`src/rtl/tx_pkg.sv`:
```
// tx_pkg
// Shared definitions for the 16FSK transmit path: frame sequencer state
// encoding, scrambler seed/taps and the sync word.
// No ports.
package tx_pkg;

    typedef enum logic [2:0] {
        IDLE = 3'd0,
        PRE  = 3'd1,
        SYNC = 3'd2,
        PAY  = 3'd3,
        DONE = 3'd4
    } tx_state_e;

    localparam logic [9:0]  SCR_SEED_DEFAULT = 10'b0001011101;
    localparam logic [15:0] SYNC_WORD        = 16'hEB90;
    localparam int          SCR_TAP_A        = 9;
    localparam int          SCR_TAP_B        = 6;

endpackage

```
`src/rtl/scr_lfsr.sv`:
```
// scr_lfsr
// 10-bit Fibonacci scrambler register. Shifts left, feedback enters at bit 0.
// Ports:
//   clk, rst    - clock, synchronous active-high reset (reset loads seed)
//   load        - load seed (has priority over adv)
//   seed[9:0]   - value loaded on reset and on load
//   adv         - advance one step
//   state[9:0]  - current register
//   key         - scrambling key bit (state[0])
module scr_lfsr
    import tx_pkg::*;
(
    input  logic       clk,
    input  logic       rst,
    input  logic       load,
    input  logic [9:0] seed,
    input  logic       adv,
    output logic [9:0] state,
    output logic       key
);

    always_ff @(posedge clk) begin
        if (rst) begin
            state <= seed;
        end else if (load) begin
            state <= seed;
        end else if (adv) begin
            state <= {state[8:0], state[SCR_TAP_B] ^ state[SCR_TAP_A]};
        end
    end

    assign key = state[0];

endmodule

```
`src/rtl/scr_frame_ctrl.sv`:
```
// scr_frame_ctrl
// Frame sequencer for the 16FSK transmit path: preamble, optional sync word,
// scrambled payload. Scrambler is reseeded at each frame start and advanced
// only on accepted payload bits.
// Build option: SCR_FRAME_CTRL_SYNC_EN - when defined, 16'hEB90 is sent MSB
// first between preamble and payload.
// Ports:
//   clk, rst                         - clock, synchronous active-high reset
//   start, len[LEN_W-1:0]            - frame request and payload bit count
//   busy, frame_done                 - frame in progress / end-of-frame pulse
//   in_valid, in_ready, in_data      - payload bits from upstream
//   out_valid, out_ready, out_data   - framed bits to the symbol mapper
//   scr_state[9:0]                   - scrambler register (debug)
//
// state | meaning
// IDLE  | waiting for start
// PRE   | sending alternating 1,0,... preamble
// SYNC  | sending sync word (only with SCR_FRAME_CTRL_SYNC_EN)
// PAY   | passing scrambled payload through, zero latency
// DONE  | one-cycle frame_done pulse
module scr_frame_ctrl
    import tx_pkg::*;
#(
    parameter int         PRE_LEN = 32,
    parameter int         LEN_W   = 9,
    parameter logic [9:0] SEED    = SCR_SEED_DEFAULT
)(
    input  logic             clk,
    input  logic             rst,
    input  logic             start,
    input  logic [LEN_W-1:0] len,
    output logic             busy,
    output logic             frame_done,
    input  logic             in_valid,
    output logic             in_ready,
    input  logic             in_data,
    output logic             out_valid,
    input  logic             out_ready,
    output logic             out_data,
    output logic [9:0]       scr_state
);

    tx_state_e        st;
    logic [LEN_W-1:0] cnt;
    logic [LEN_W-1:0] len_q;
    logic             hdr_valid;
    logic             hdr_data;
    logic             key;
    logic             lfsr_load;
    logic             lfsr_adv;
    logic             in_pay;

    assign in_pay    = (st == PAY);
    assign lfsr_load = (st == IDLE) && start;
    assign lfsr_adv  = in_pay && in_valid && out_ready;

    // Payload is a pure pass-through; every other state drives registered bits.
    assign out_valid = in_pay ? in_valid : hdr_valid;
    assign out_data  = in_pay ? (in_data ^ key) : hdr_data;
    assign in_ready  = in_pay && out_ready;

    scr_lfsr u_lfsr (
        .clk   (clk),
        .rst   (rst),
        .load  (lfsr_load),
        .seed  (SEED),
        .adv   (lfsr_adv),
        .state (scr_state),
        .key   (key)
    );

    always_ff @(posedge clk) begin
        if (rst) begin
            st         <= IDLE;
            cnt        <= '0;
            len_q      <= '0;
            busy       <= 1'b0;
            frame_done <= 1'b0;
            hdr_valid  <= 1'b0;
            hdr_data   <= 1'b0;
        end else begin
            case (st)
                IDLE: begin
                    if (start) begin
                        st        <= PRE;
                        cnt       <= '0;
                        len_q     <= len;
                        busy      <= 1'b1;
                        hdr_valid <= 1'b1;
                        hdr_data  <= 1'b1;
                    end
                end
                PRE: begin
                    if (hdr_valid && out_ready) begin
                        if (cnt == LEN_W'(PRE_LEN - 1)) begin
                            cnt <= '0;
`ifdef SCR_FRAME_CTRL_SYNC_EN
                            st       <= SYNC;
                            hdr_data <= SYNC_WORD[15];
`else
                            hdr_valid <= 1'b0;
                            hdr_data  <= 1'b0;
                            if (len_q == '0) begin
                                st         <= DONE;
                                frame_done <= 1'b1;
                            end else begin
                                st <= PAY;
                            end
`endif
                        end else begin
                            cnt      <= cnt + 1'b1;
                            hdr_data <= ~hdr_data;
                        end
                    end
                end
`ifdef SCR_FRAME_CTRL_SYNC_EN
                SYNC: begin
                    if (hdr_valid && out_ready) begin
                        if (cnt == LEN_W'(15)) begin
                            cnt       <= '0;
                            hdr_valid <= 1'b0;
                            hdr_data  <= 1'b0;
                            if (len_q == '0) begin
                                st         <= DONE;
                                frame_done <= 1'b1;
                            end else begin
                                st <= PAY;
                            end
                        end else begin
                            cnt      <= cnt + 1'b1;
                            // next bit is the one after the bit just sent
                            hdr_data <= SYNC_WORD[4'd14 - cnt[3:0]];
                        end
                    end
                end
`endif
                PAY: begin
                    if (in_valid && out_ready) begin
                        if (cnt == len_q - LEN_W'(1)) begin
                            st         <= DONE;
                            frame_done <= 1'b1;
                        end else begin
                            cnt <= cnt + 1'b1;
                        end
                    end
                end
                DONE: begin
                    st         <= IDLE;
                    frame_done <= 1'b0;
                    busy       <= 1'b0;
                    cnt        <= '0;
                end
                default: begin
                    st        <= IDLE;
                    busy      <= 1'b0;
                    hdr_valid <= 1'b0;
                    hdr_data  <= 1'b0;
                end
            endcase
        end
    end

endmodule

```
`config.mk`:
```
export PLATFORM = sky130hd
export DESIGN_NAME = scr_frame_ctrl
export DESIGN_NICKNAME = d
export VERILOG_FILES = /design/src/rtl/tx_pkg.sv /design/src/rtl/scr_lfsr.sv /design/src/rtl/scr_frame_ctrl.sv
export SDC_FILE = /design/constraint.sdc
export NUM_CORES = 1
export LEC_CHECK = 0
export BUFFER_PORTS_ARGS = -buffer_cell sky130_fd_sc_hd__buf_2
export CORE_UTILIZATION = 50
export DETAILED_ROUTE_END_ITERATION = 6
export HOLD_SLACK_MARGIN = 0.15
export PLACE_DENSITY = 0.74
export REMOVE_ABC_BUFFERS = 1
export SLEW_MARGIN = 10
export SYNTH_ARGS = -nofsm -noshare
export SYNTH_HDL_FRONTEND = slang
export SYNTH_HIERARCHICAL = 1
export SYNTH_SLANG_ARGS = --single-unit
```
`constraint.sdc`:
```
create_clock -name clk -period 2.5 [get_ports clk]
set_input_delay 0.125 -clock clk [delete_from_list [all_inputs] [get_ports clk]]
set_output_delay 0.125 -clock clk [all_outputs]
set_load 0.02 [all_outputs]
```
* After elaboration in Yosys (flattened, before gate mapping)
Index checks and enable logic that the tools add are counted.
Cells by class: add/sub/neg operators 2, equal/unequal tests 12, mux-type cells 29, bitwise gates (word level) 5, reductions and logical operators 20
Operators by type and width (number):
- $mux 9 | 5
- $pmux 9 s4 | 1
- $mux 3 | 6
- $mux 1 | 12
- $ne 2x2->1 const B | 5
- $reduce_and 5->1 | 2
- $add 9x1->9 const B | 1
- $eq 9x5->1 const B | 1
- $eq 9x9->1 | 1
- $logic_not 9->1 | 1
- $pmux 1 s3 | 3
- $pmux 3 s3 | 1
- $sub 9x1->9 const B | 1
- $logic_and 1x1->1 | 6
- $reduce_and 6->1 | 1
- $reduce_or 2->1 | 3
- $ne 2x1->1 const B | 2
- $reduce_and 2->1 | 2
- $reduce_and 4->1 | 1
- $reduce_bool 4->1 | 1
- $eq 3x1->1 const B | 1
- $eq 3x2->1 const B | 1
- $eq 3x3->1 const B | 1
- $logic_not 3->1 | 1
- 5 further kinds | 8
Word-level totals: register bits 35

* Longest topological paths before layout
word-level depth 5, gate-level depth with buffers 10

* Modules after synthesis
The synthesis kept the hierarchy.
Modules (own cells, without submodules):
- scr_frame_ctrl | times used 1, cells each 203, area an instance 1631.6 um2, sequential area each 500.5 um2
- scr_lfsr | times used 1, cells each 24, area an instance 447.9 um2, sequential area each 300.3 um2

* Worst setup path before layout
OpenSTA, ideal clock, no wires.
path type register -> register, from register len_q[0], to register cnt[7], library setup time 0.069 ns, arrival time 2.527 ns, data required time 2.431 ns, setup slack -0.096 ns, stages on the path, launching flop included 10, buffers on the path 0, period minus slack after synthesis 2.596 ns, cells stage by stage dfxtp_1 inv_1 ha_1 or3b_1 o31ai_1 a211oi_1 o211ai_1 o31ai_4 or4_2 a21oi_2
On the way: cells in the longest elaborated chain, start to end 4
Ends and longest elaborated chain:
- start, declared | RTL line scr_frame_ctrl.sv:45 | logic [LEN_W-1:0] len_q;
- start signal, assigned | RTL line scr_frame_ctrl.sv:87 | len_q <= len;
- $sub 9x1->9 | RTL line scr_frame_ctrl.sv:139 | if (cnt == len_q - LEN_W'(1)) begin
- $eq 9x9->1 | RTL line scr_frame_ctrl.sv:139
- $ne 2x2->1 (no source line)
- $reduce_and 5->1 (no source line)
- end signal, assigned | RTL line scr_frame_ctrl.sv:111 | cnt <= cnt + 1'b1;
- end signal, assigned | RTL line scr_frame_ctrl.sv:143 | cnt <= cnt + 1'b1;
- end, declared | RTL line scr_frame_ctrl.sv:44 | logic [LEN_W-1:0] cnt;
Every way passes these cells. A chain may end at the register's enable or synchronous reset.

* Final worst setup path
from register len_q[1], to register cnt[3]
Same word-level chain as after synthesis.

==> flow_metrics.tcl <==
set metrics [dict create \
    status "complete, but fails checks" \
    violations "negative setup slack" \
    synth_cells 227 \
    synth_warnings 6 \
    synth_seq_cells 35 \
    area_growth_pct 36.8 \
    postRouteAntennaNets 0 \
    clkSinkCount 35 \
    dr.pass1.iters 4 \
    drt-vias-per-instance 5.51 \
    setup_viol 11 \
    hold_ws_ps 201 \
    hpwl_microns 3550 \
    worstHoldStart "start" \
    dpl_cell_area_sq_mm 0.00245 \
    worst_pin_slew_ps 658 \
    route.detailed.drc 0 \
    cts.reportedPaths.clkPinSlew_ps 70 \
    diodes 0 \
    core_sq_mm 0.00400 \
    wl_microns 5520 \
    grt_usage 0.272 \
    synth_cell_types 54 \
    grt_pass1_vias 1902 \
    cts-root-buf "clkbuf_8" \
    fin_nets 322 \
    worst_setup_path_end_kind "register" \
    syn_area_sq_mm 0.00208 \
    die_y_microns 66.5 \
    n_fill_cell 312 \
    grt-ovfl-total 0 \
    ioPinCount 30 \
    skew_ps 7.14 \
    synth_area_per_cell_sq_um 9.16 \
    place_ws_ps -277 \
    drive_above_1_share 0.425 \
    ir_worst_vdd_mv 0.340 \
    stdcell_count 356 \
    clk_latency_ps 290 \
    pwr_density_cell_mw_per_mm2 549 \
    async_flop_share 0 \
    synth_flop_cell "dfxtp_1" \
    num_vias 1962 \
    cellLeakagePower_nw 1.13 \
    maxCapViolCount 0 \
    setup_slack_ps -200 \
    hold_class "in2reg" \
    crit_type "reg2reg" \
    hold_violations 0 \
    start_kind "register" \
    placed_cells 326 \
    crit_arrival_ps 2920 \
    power_mw 1.56 \
    crit_fanout 6 \
    io_buffers 29 \
    fin_area_sq_mm 0.00285 \
    die_area_sq_mm 0.00442 \
    grt_pass1_wl_microns 8800 \
    drt-initial-drc-count 141 \
    wl_per_cell_microns 15.5 \
    relSlewSlack 0.561 \
    h-tree-depth 2 \
    yosysSeqAreaShare 0.385 \
    crit_start "len_q[1]$_SDFFE_PP0P_" \
    grt_max_degree 27 \
    rsz0062_at_grt "yes" \
    gp_congestion 0.879 \
    required_ps 2720 \
    antenna_found_initial 0 \
    die_w_microns 66.5 \
    regToRegStartpoint "len_q[1]$_SDFFE_PP0P_" \
    cts_inserted_buffers 5 \
    cts_tree "done" \
    initial_core_util 0.520 \
    post-route-min-period_ps 2700 \
    fin_crit_sh 1.08 \
    fmax_mhz 370 \
    row_count 23 \
    clockBufferDepth 2 \
    synth_edf_count 10 \
    final_max_slew_viol_count 0 \
]
## layout by cell type (no fill, tap or decap), drive strengths merged, types with 3 or more instances in the layout
cell and n:
a211oi 4, a21oi 26, and2 3, buf 65, clkbuf 6, conb 10
dfxtp 25, dlygate4sd3 9, edfxtp 10, inv 9, mux2 12, nand2 32
nand3 5, nor2 14, nor2b 4, o211ai 3, o21ai 13, o31ai 6
or3 3, or4 6, or4b 4, xnor2 6, xor2 4
## worst max-delay path: stages, from the launching register on
cell and delay [ps]:
dfxtp_2 340, buf_6 110, or4_4 550, or4b_4 510
a21oi_4 160, o31ai_4 90, o31ai_4 290, buf_6 150
buf_8 120, buf_6 110, o21ai_2 60, a21oi_2 120
## timing repair
action / CTS / global route
pin swaps: 19 / 12
hold buffers: 9 / 0
cloned: 0 / 0
hold endpoints to repair: 9 / 0
endpoints found under the setup margin: 13 / 13
setup buffers: 10 / 4
gates resized for setup: 24 / 13
## path summary, 6_finish.rpt
path                            cells after the start                 endpoint  slack [ps]
worst max-delay path                               11      cnt[3]$_SDFFE_PP0P_        -200
worst min-delay path                                3        busy$_SDFFE_PP0P_         200
worst max register to register                     11      cnt[3]$_SDFFE_PP0P_        -200
worst min register to register                      2  frame_done$_SDFFE_PP0P_         490
## kinds of logic after synthesis
| kind of cell | Yosys count | synth area share |
|---|---|---|
| adder cells (fa/ha/maj) | 2 | 0.0120 |
| buffers and inverters | 20 | 0.0427 |
| other | 2 | 0.00361 |
| XOR/XNOR | 10 | 0.0421 |
| multiplexers | 12 | 0.0650 |
| flip-flops | 35 | 0.385 |
| AND/OR/NAND/NOR | 85 | 0.226 |
| AO/OA/AOI/OAI | 61 | 0.223 |
## report_power, final
part	switching, mW	internal [mW]
combinational	0.259	0.243
clock	0.202	0.190
sequential	0.0360	0.632
total	0.496	1.06
## cells in the mapped netlist, types with 3 or more instances
cell type	instances	area share
a211oi_1	4	0.014
o21ai_2	7	0.029
clkbuf_1	7	0.013
and2_1	3	0.0090
nand2_1	31	0.056
nor2_1	13	0.023
or4_2	3	0.013
inv_1	9	0.016
nand3_1	5	0.012
nor2b_1	4	0.012
xnor2_1	6	0.025
edfxtp_1	10	0.14
o31ai_1	4	0.014
a21oi_1	17	0.041
dfxtp_1	25	0.24
mux2_2	12	0.065
or3_2	3	0.011
a21oi_2	8	0.034
xor2_1	4	0.017
o21ai_0	6	0.014
o211ai_1	3	0.011
## per-layer routing
layer	vias to the layer above	share of wire	track usage
met3	11	0.029	0.0616
met4	0	0.019	0.0931
met5	-	0	0
li1	972	-	-
met2	36	0.54	0.511
met1	943	0.41	0.294
## stage by stage
step           utilization  setup TNS [ps]
6_report             0.711           -1610
5_1_grt              0.711           -2550
4_1_cts              0.697           -1650
3_5_place_dp         0.612           -1720
3_3_place_gp         0.612            -938
2_1_floorplan            -           -1420
## sequential cells by signal, indices dropped and copies added (netlist names)
register      count
hdr_data          1
st                3
frame_done        1
busy              1
cnt               9
len_q             9
u_lfsr/state     10
hdr_valid         1
## final cells by class
type	count	area, sq um	area share
Inverter	9	33.8	0.0119
Sequential cell	35	803	0.282
Timing Repair Buffer	74	543	0.191
Tap cell	50	62.6	0.0220
Clock inverter	2	7.51	0.00264
Clock buffer	6	72.6	0.0255
Multi-Input combinational cell	180	1320	0.465
No activity file was read; power rests on OpenSTA's default activity.
